`src/rtl/fpu_issue_arbiter.sv`:
```
// fpu_issue_arbiter: shares one FPU datapath between two requesters using
// round-robin grants, one operation in flight, with a completion timeout.
module fpu_issue_arbiter #(
    parameter int TIMEOUT_CYCLES = 64,
    parameter int CNT_W          = 7
) (
    input  logic        sys_clk,
    input  logic        rstn,
    input  logic [1:0]  req_valid,
    output logic [1:0]  req_ready,
    input  logic [3:0]  req_op0,
    input  logic [3:0]  req_op1,
    input  logic [31:0] req_x1_0,
    input  logic [31:0] req_x1_1,
    input  logic [31:0] req_x2_0,
    input  logic [31:0] req_x2_1,
    output logic [1:0]  rsp_valid,
    input  logic [1:0]  rsp_ready,
    output logic [31:0] rsp_data,
    output logic        rsp_err,
    output logic [9:0]  fpu_opcode,
    output logic [31:0] fpu_x1,
    output logic [31:0] fpu_x2,
    input  logic [31:0] fpu_y,
    input  logic        fpu_out_valid,
    output logic        busy
);

    typedef enum logic [1:0] {
        ST_IDLE  = 2'd0,
        ST_ISSUE = 2'd1,
        ST_WAIT  = 2'd2,
        ST_RESP  = 2'd3
    } state_t;

    state_t            state_r;
    state_t            state_next_s;
    logic              rr_last_r;
    logic              tag_r;
    logic [CNT_W-1:0]  cnt_r;
    logic [9:0]        fpu_opcode_r;
    logic [31:0]       fpu_x1_r;
    logic [31:0]       fpu_x2_r;
    logic [31:0]       rsp_data_r;
    logic [1:0]        rsp_valid_r;
    logic              rsp_err_r;
    logic              busy_r;

    logic              grant_s;
    logic              grant_valid_s;
    logic [1:0]        grant_onehot_s;
    logic [1:0]        tag_onehot_s;
    logic [1:0]        req_ready_s;
    logic [3:0]        sel_op_s;
    logic [31:0]       sel_x1_s;
    logic [31:0]       sel_x2_s;
    logic              op_legal_s;
    logic              timeout_s;
    logic              rsp_hs_s;

    function automatic logic [9:0] op_to_onehot(input logic [3:0] op);
        logic [9:0] oh;
        if (op <= 4'd9) begin
            oh = 10'd1 << op;
        end else begin
            oh = 10'd0;
        end
        return oh;
    endfunction

    // Round-robin grant; the port that did not win last time has priority on a tie
    always_comb begin
        grant_s       = 1'b0;
        grant_valid_s = 1'b0;
        if (state_r == ST_IDLE) begin
            case (req_valid)
                2'b01: begin
                    grant_s       = 1'b0;
                    grant_valid_s = 1'b1;
                end
                2'b10: begin
                    grant_s       = 1'b1;
                    grant_valid_s = 1'b1;
                end
                2'b11: begin
                    grant_s       = ~rr_last_r;
                    grant_valid_s = 1'b1;
                end
                default: begin
                    grant_s       = 1'b0;
                    grant_valid_s = 1'b0;
                end
            endcase
        end else begin
            grant_s       = 1'b0;
            grant_valid_s = 1'b0;
        end
    end

    assign grant_onehot_s = grant_s ? 2'b10 : 2'b01;
    assign tag_onehot_s   = tag_r ? 2'b10 : 2'b01;
    assign req_ready_s    = grant_valid_s ? grant_onehot_s : 2'b00;
    // Held low while reset is asserted so no requester sees an accept during reset
    assign req_ready      = req_ready_s & {2{rstn}};

    assign sel_op_s   = grant_s ? req_op1  : req_op0;
    assign sel_x1_s   = grant_s ? req_x1_1 : req_x1_0;
    assign sel_x2_s   = grant_s ? req_x2_1 : req_x2_0;
    assign op_legal_s = (sel_op_s <= 4'd9);
    assign timeout_s  = (cnt_r == CNT_W'(TIMEOUT_CYCLES - 1));
    assign rsp_hs_s   = (state_r == ST_RESP) && rsp_ready[tag_r];

    // State register
    always_ff @(posedge sys_clk or negedge rstn) begin
        if (!rstn) begin
            state_r <= ST_IDLE;
        end else begin
            state_r <= state_next_s;
        end
    end

    // Next-state logic; a completion in the same cycle as expiry wins over the timeout
    always_comb begin
        state_next_s = state_r;
        case (state_r)
            ST_IDLE: begin
                if (grant_valid_s) begin
                    state_next_s = op_legal_s ? ST_ISSUE : ST_RESP;
                end else begin
                    state_next_s = ST_IDLE;
                end
            end
            ST_ISSUE: begin
                state_next_s = fpu_out_valid ? ST_RESP : ST_WAIT;
            end
            ST_WAIT: begin
                if (fpu_out_valid || timeout_s) begin
                    state_next_s = ST_RESP;
                end else begin
                    state_next_s = ST_WAIT;
                end
            end
            ST_RESP: begin
                state_next_s = rsp_hs_s ? ST_IDLE : ST_RESP;
            end
            default: begin
                state_next_s = ST_IDLE;
            end
        endcase
    end

    // Operation datapath: latch request, drive FPU, capture result or error
    always_ff @(posedge sys_clk or negedge rstn) begin
        if (!rstn) begin
            rr_last_r    <= 1'b1;
            tag_r        <= 1'b0;
            cnt_r        <= '0;
            fpu_opcode_r <= 10'd0;
            fpu_x1_r     <= 32'd0;
            fpu_x2_r     <= 32'd0;
            rsp_valid_r  <= 2'b00;
            rsp_data_r   <= 32'd0;
            rsp_err_r    <= 1'b0;
            busy_r       <= 1'b0;
        end else begin
            fpu_opcode_r <= 10'd0;
            case (state_r)
                ST_IDLE: begin
                    if (grant_valid_s) begin
                        tag_r     <= grant_s;
                        rr_last_r <= grant_s;
                        if (op_legal_s) begin
                            fpu_opcode_r <= op_to_onehot(sel_op_s);
                            fpu_x1_r     <= sel_x1_s;
                            fpu_x2_r     <= sel_x2_s;
                        end else begin
                            rsp_valid_r <= grant_onehot_s;
                            rsp_data_r  <= 32'd0;
                            rsp_err_r   <= 1'b1;
                        end
                    end
                end
                ST_ISSUE: begin
                    cnt_r <= '0;
                    if (fpu_out_valid) begin
                        rsp_valid_r <= tag_onehot_s;
                        rsp_data_r  <= fpu_y;
                        rsp_err_r   <= 1'b0;
                    end
                end
                ST_WAIT: begin
                    if (fpu_out_valid) begin
                        rsp_valid_r <= tag_onehot_s;
                        rsp_data_r  <= fpu_y;
                        rsp_err_r   <= 1'b0;
                    end else if (timeout_s) begin
                        rsp_valid_r <= tag_onehot_s;
                        rsp_data_r  <= 32'd0;
                        rsp_err_r   <= 1'b1;
                    end else begin
                        cnt_r <= cnt_r + CNT_W'(1);
                    end
                end
                ST_RESP: begin
                    if (rsp_hs_s) begin
                        rsp_valid_r <= 2'b00;
                        rsp_data_r  <= 32'd0;
                        rsp_err_r   <= 1'b0;
                    end
                end
                default: begin
                    rsp_valid_r <= 2'b00;
                    rsp_data_r  <= 32'd0;
                    rsp_err_r   <= 1'b0;
                end
            endcase
            busy_r <= (state_next_s != ST_IDLE);
        end
    end

    assign fpu_opcode = fpu_opcode_r;
    assign fpu_x1     = fpu_x1_r;
    assign fpu_x2     = fpu_x2_r;
    assign rsp_valid  = rsp_valid_r;
    assign rsp_data   = rsp_data_r;
    assign rsp_err    = rsp_err_r;
    assign busy       = busy_r;

endmodule

```
`config.mk`:
```
export PLATFORM = sky130hd
export DESIGN_NAME = fpu_issue_arbiter
export DESIGN_NICKNAME = d
export VERILOG_FILES = /design/src/rtl/fpu_issue_arbiter.sv
export SDC_FILE = /design/constraint.sdc
export NUM_CORES = 1
export LEC_CHECK = 0
export CORE_UTILIZATION = 40
export CTS_CLUSTER_DIAMETER = 120
export DETAILED_ROUTE_END_ITERATION = 16
export PLACE_DENSITY_LB_ADDON = 0.08
export SETUP_SLACK_MARGIN = 0.05
export SLEW_MARGIN = 20
export SYNTH_ARGS = -nofsm -noshare
export SYNTH_HDL_FRONTEND = slang
export SYNTH_SLANG_ARGS = --single-unit
```
`constraint.sdc`:
```
create_clock -name sys_clk -period 2.45 [get_ports sys_clk]
set_input_delay 0.3675 -clock sys_clk [delete_from_list [all_inputs] [get_ports sys_clk]]
set_output_delay 0.3675 -clock sys_clk [all_outputs]
set_load 0.01 [all_outputs]
```
# ---- After elaboration in Yosys (flattened, before gate mapping)
# Index checks and enable logic that the tools add are counted.
dict set report word_totals {
  reg_bits 121
  latchBits 0
  mem_bits_rw 0
  romBits 0
  inputBits 175
  out_inout_bits 112
  word_cells 86
  mem_count 0
}
dict set report op_classes {
  add_sub_neg 1
  mul 0
  n_div 0
  magnitude_cmp 2
  eq_ne 14
  shift 1
  mux 45
  bitwise 2
  reduce_logical 10
}
# operator count
set op_table {}
lappend op_table {{2-to-1 mux 32 bit} 8}
lappend op_table {{case mux 32 bit (4 select lines)} 1}
lappend op_table {{2-to-1 mux 10 bit} 3}
lappend op_table {{2-to-1 mux 2 bit} 12}
lappend op_table {{case mux 2 bit (4 select lines)} 2}
lappend op_table {{2-to-1 mux 7 bit} 2}
lappend op_table {{case mux 7 bit (2 select lines)} 1}
lappend op_table {{2-to-1 mux 1 bit} 13}
lappend op_table {{!= test 2 bit (second input constant)} 6}
lappend op_table {{<< shifter 1 x 4 -> 10 bit (first input constant)} 1}
lappend op_table {{== test 2 bit (second input constant)} 4}
lappend op_table {{adder 7 x 1 -> 7 bit (second input constant)} 1}
lappend op_table {{== test 7 x 6 -> 1 bit (second input constant)} 1}
lappend op_table {{AND reduction 3 bit} 2}
lappend op_table {{AND reduction 5 bit} 1}
lappend op_table {{== test 2 x 1 -> 1 bit (second input constant)} 2}
lappend op_table {{less-or-equal comparator 4 bit (second input constant)} 1}
lappend op_table {{2-to-1 mux 4 bit} 1}
lappend op_table {{case mux 1 bit (4 select lines)} 1}
lappend op_table {{nonzero test 2 bit} 2}
lappend op_table {{!= test 3 bit (second input constant)} 1}
lappend op_table {{OR reduction 3 bit} 1}
lappend op_table {{AND 2 bit} 1}
lappend op_table {{logical NOT 2 bit} 1}
lappend op_table {{6 further kinds} 6}

# ---- Logic depth before layout (Yosys ltp)
# Gate-level depths: netlist (run 1).
dict set report logic_depth {
  word_depth 9
  ltp_mapped 9
  depth_no_buf 6
}

# ---- Least setup slack after synthesis (run 1)
# Ideal clock, no wire load.
dict set report synth_path {
  kind {reg2reg}
  startpoint {reg state_r[0]}
  endpoint {reg rsp_err_r (netlist: rsp_err)}
  arrival_ps 1749
  setup_slack_ps 573
  path_stages_with_launch 9
  period_less_slack_ps 1877
  cell_sequence {dfrtp_1 -> inv_1 -> ha_1 -> buf_2 -> inv_1 -> nor3_1 -> nor4_2 -> buf_6 -> mux2_1}
}
dict set report synth_between {
  elab_chain_cells 6
  word_cells_on_any_way 16
  classes_between {order compare: 1; eq/ne: 8; mux: 4; reduce/logical: 3}
}
# element line_no
set synth_rtl {}
lappend synth_rtl {{from (decl)} 36} ;# state_t state_r;
lappend synth_rtl {{from (signal assigned)} 118} ;# state_r <= state_next_s;
lappend synth_rtl {{logical NOT 2 bit} {75, 167}}
lappend synth_rtl {{2-to-1 mux 1 bit} 75} ;# if (state_r == ST_IDLE) begin
lappend synth_rtl {{2-to-1 mux 4 bit} 106} ;# assign sel_op_s = grant_s ? req_op1 : req_op0;
lappend synth_rtl {{less-or-equal comparator 4 bit} 109} ;# assign op_legal_s = (sel_op_s <= 4'd9);
lappend synth_rtl {{!= test 2 bit (no source line)} --}
lappend synth_rtl {{AND reduction 5 bit (no source line)} --}
lappend synth_rtl {{to (signal assigned)} 163} ;# rsp_err_r <= 1'b0;
lappend synth_rtl {{to (signal assigned)} 179} ;# rsp_err_r <= 1'b1;
lappend synth_rtl {{to (signal assigned)} 188} ;# rsp_err_r <= 1'b0;
lappend synth_rtl {{to (decl)} 46} ;# logic rsp_err_r;
# Several ways; a longest one is shown, not always the timed one.
# A chain may end at the register's enable or synchronous reset.

# ---- Worst setup path in the final report (run 1)
dict set report layout_path {
  startpoint {in rstn}
  endpoint {out req_ready[1]}
}
dict set report layout_between {
  elab_chain_cells 1
}
# element line_no
set layout_rtl {}
lappend layout_rtl {{from (decl)} 8} ;# input logic rstn,
lappend layout_rtl {{AND 2 bit} 104} ;# assign req_ready = req_ready_s & {2{rstn}};
lappend layout_rtl {{to (decl)} 10} ;# output logic [1:0] req_ready,
# No other way between the ends.

==> results.md, run 1 <==
- Outcome: finished, violations left
- Failing checks: design-rule violations
- Placed Area: roughly 0.009 mm2
- Synth Flop Type: dfrtp_1
- Area Overhead vs Synth: 66.8%
- PwrDens: 1200 mW/mm2
- Via/cell ratio: 4.95
- Setup ws final: 0.134 ns
- Die Span Y: 121 um
- Initial antenna violation count: 0
- Worst Setup Start Kind: input pin
- Critical Setup Path Class: input pin to output port
- CTS tree: done
- Max VDD drop: 0.571 mV
- Clk_skew: 0.00635 ns
- Clk slew on worst S/H paths: 0.05 ns
- Clock buffer count from CTS: 17
- Crit path time final: 2.32 ns
- First-pass GRT wire length: 26,800 um
- Adder-cell area share of the yosys netlist: under 10%
- Period utilization: ~95%
- Post-synthesis simple-gate area fraction: 20.1%
- Max clock buf depth: 2
- Cell variety after synth: 39
- YS warnings: 0
- Crit path DAT: 1.95 ns
- Mapped Avg Cell Area: between 9 and 10 um2
- Worst slew pin tran: 0.605 ns
- EDFF count, synth: 0
- Reg-to-reg startpoint: cnt_r[0]
- Synth area leader: dfrtp_1
- Die X: 121 um
- Final HPWL DP: around 13,000 um
- FMAX: 0.432 GHz
- Post-synthesis sequential area ratio: 53.6%
- Max-cap violation count: 0
- Async set-reset flop share out of synthesis: 100%
- Antenna Cells: 0
- Syn_nets: 802
- Final Non-Filler Cells: 1,106
- Sink Count: 121
- Post-place setup slack: 0.0745 ns
- Total Wirelength: 17,200 um
- Fin area: around 0.0094 mm2
- Gpl congestion: a little under 0.9
- WL/cell: 15.5 um
- Largest net degree at the start of global routing: 104
- Setup TNS: 0 ns
- Top-area cell type share of the netlist area: 53.2%
- Hold Crit Class: input pin to async pin
- Mux cell area share after synthesis: 6.58%
- Port bufs: ~290
- Final Power: ~11 mW
- Clk_lat worst skew: roughly 0.4 ns
- Post-synthesis register bit count: 121
- Std cell rows: 43
- Ports: 287
- Final Max Tran Viols: 0
- Congestion Overflow GR: 0
- WP buf/inv: 3
- Antenna Violating Nets Remaining: 0
- Max_slew headroom: 59.6%
- H-tree Lvls: 4
- Vias in the first global route: around 5,500
- WP data required: 2.08 ns
- Critical path, cell by cell: dlygate4sd3_1 > buf_4 > and3_1 > clkdlybuf4s50_1
- P_leak: roughly 4 nW
- Core area: 0.0138 mm2
- Top post-synthesis cells by area: dfrtp_1 (53%), nand2_1 (12%), a31oi_1 (7.6%)
- Clk root buf: clkbuf_16
- Synth Area in Compound Gates: 11.4%
- Vias: 5,470
- Crit end category: output port
- DRT Pass-1 Iters: 11
- Syn Std Cell Area: 0.00565 mm2
- Die Area: around 0.015 mm2
- Initial Utilization: 40.8%
- CP max-delay cell: clkdlybuf4s50_1
- Final-report setup violation count: 0
- Hold Fails Final Rpt: 0
- Setup bufs post-CTS: 0
- Xor and xnor area share after synthesis: 0%
- Largest family of logic cells by synthesized area: simple AND/OR/NAND/NOR gates
- DRC viols: 1
- Max stage delay on crit path: around 0.56 ns
- Final #Nets: 1,094
- Drt initial violations: 255
- Critical path startpoint: rstn
- RSZ-0062 raised after global routing: false
- Crit path max-delay family: buffers and inverters
- Largest fanout on the critical path: 21
- Cells after synthesis: 622
- GRT Overall Usage: a little under a quarter
- Layout cells sized above 1: 7.34%
- Placed Cells: 1,074
==> registers in the layout, summed over array words and instances (netlist names) <==
register and cells:
cnt_r 7, fpu_x1 32, rr_last_r 1, fpu_x2 32
rsp_err 1, tag_r 1, busy 1, rsp_valid 2
rsp_data 32, fpu_opcode 10, state_r 2
==> synthesized netlist by cell type (all sizes together) (2+ instances only) <==
library cell and n:
o31ai 2, and3 3, buf 21, nand2b 3, nor3 13, a31oi 69, a21boi 2, nor2b 3
clkbuf 18, and2 2, dfrtp 120, ha 5, o22ai 2, o21ai 6, a21oi 6, nand3 5
a311oi 2, nor2 71, mux2i 36, nor4 4, inv 43, nand2 175
==> logic make-up (layout without fill, tap and decap cells) <==
kind of cell / count (synthesis) / after routing
and+or+nand+nor: 282 / 282
DFF: 121 / 121
AOI/OAI and AO/OA: 95 / 95
buffers and inverters: 82 / 386
muxes: 37 / 37
adders and majority gates: 5 / 5
==> power by group <==
group / switching (mW) / leakage [nW] / internal (mW)
Combinational: 2.59 / 2.31 / 2.98
Sequential: 0.517 / 1.47 / 2.90
Clock: 0.849 / 0.275 / 1.48
==> metrics by stage <==
stage,util (%),hold slack (ns)
3_3_place_gp,63.9,0.272
3_5_place_dp,63.9,0.275
6_report,68.1,0.391
4_1_cts,68.1,0.379
2_1_floorplan,-,0.0719
5_1_grt,68.1,0.401
==> area by class of cell <==
class / count / area (um2)
Sequential cell: 121 / 3030
Multi-Input combinational cell: 419 / 2250
Clock inverter: 8 / 70.1
Fill cell: 1111 / 4410
Inverter: 43 / 161
Timing Repair Buffer: 312 / 3190
Tap cell: 180 / 225
Clock buffer: 23 / 488
==> per-layer routing <==
layer | global-route usage (%) | part of all wire (%) | up-vias
met4 | 10.3 | 2.8 | 0
met1 | 26.7 | 40 | 2570
met5 | 0 | 0 | -
li1 | - | - | 2650
met2 | 41.0 | 50 | 215
met3 | 8.25 | 7.7 | 35
==> timing repair <==
action | CTS | global route
resized for setup | 3 | 0
setup endpoints to repair | 1 | 0
hold buffers | 1 | 0
endpoints found under the hold margin | 18 | 0
==> layout by cell type (no fill, tap or decap), types with 13 or more instances in the layout <==
cell type and instances:
nand2_1 174, mux2i_1 36, inv_1 43, clkbuf_16 17
nor2_1 71, dfrtp_1 120, a31oi_1 69, buf_4 15
clkdlybuf4s50_1 284, nor3_1 13
==> path summary, 6_finish.rpt <==
check	endpoint	slack, ns	cells past startpoint
min in group sys_clk	fpu_x2[25]	0.51	3
max in group asynchronous	fpu_x2[6]	1.21	3
worst max-delay path	req_ready[1]	0.13	4
worst max register to register	cnt_r[2]	0.26	6
worst min register to register	rsp_data[30]	0.52	2
worst min-delay path	fpu_opcode[7]	0.39	2
Note: power is estimated with default switching activity, not from simulation.
==> run 2: changes to the inputs <==
--- a/config.mk
+++ b/config.mk
@@ -7,6 +7,7 @@
 export LEC_CHECK = 0
 export CORE_UTILIZATION = 40
 export CTS_CLUSTER_DIAMETER = 120
+export CTS_CLUSTER_SIZE = 16
 export DETAILED_ROUTE_END_ITERATION = 16
 export PLACE_DENSITY_LB_ADDON = 0.08
 export SETUP_SLACK_MARGIN = 0.05
==> results of run 2 <==
The final DEF is identical to that of run 1; final timing and power are the same.
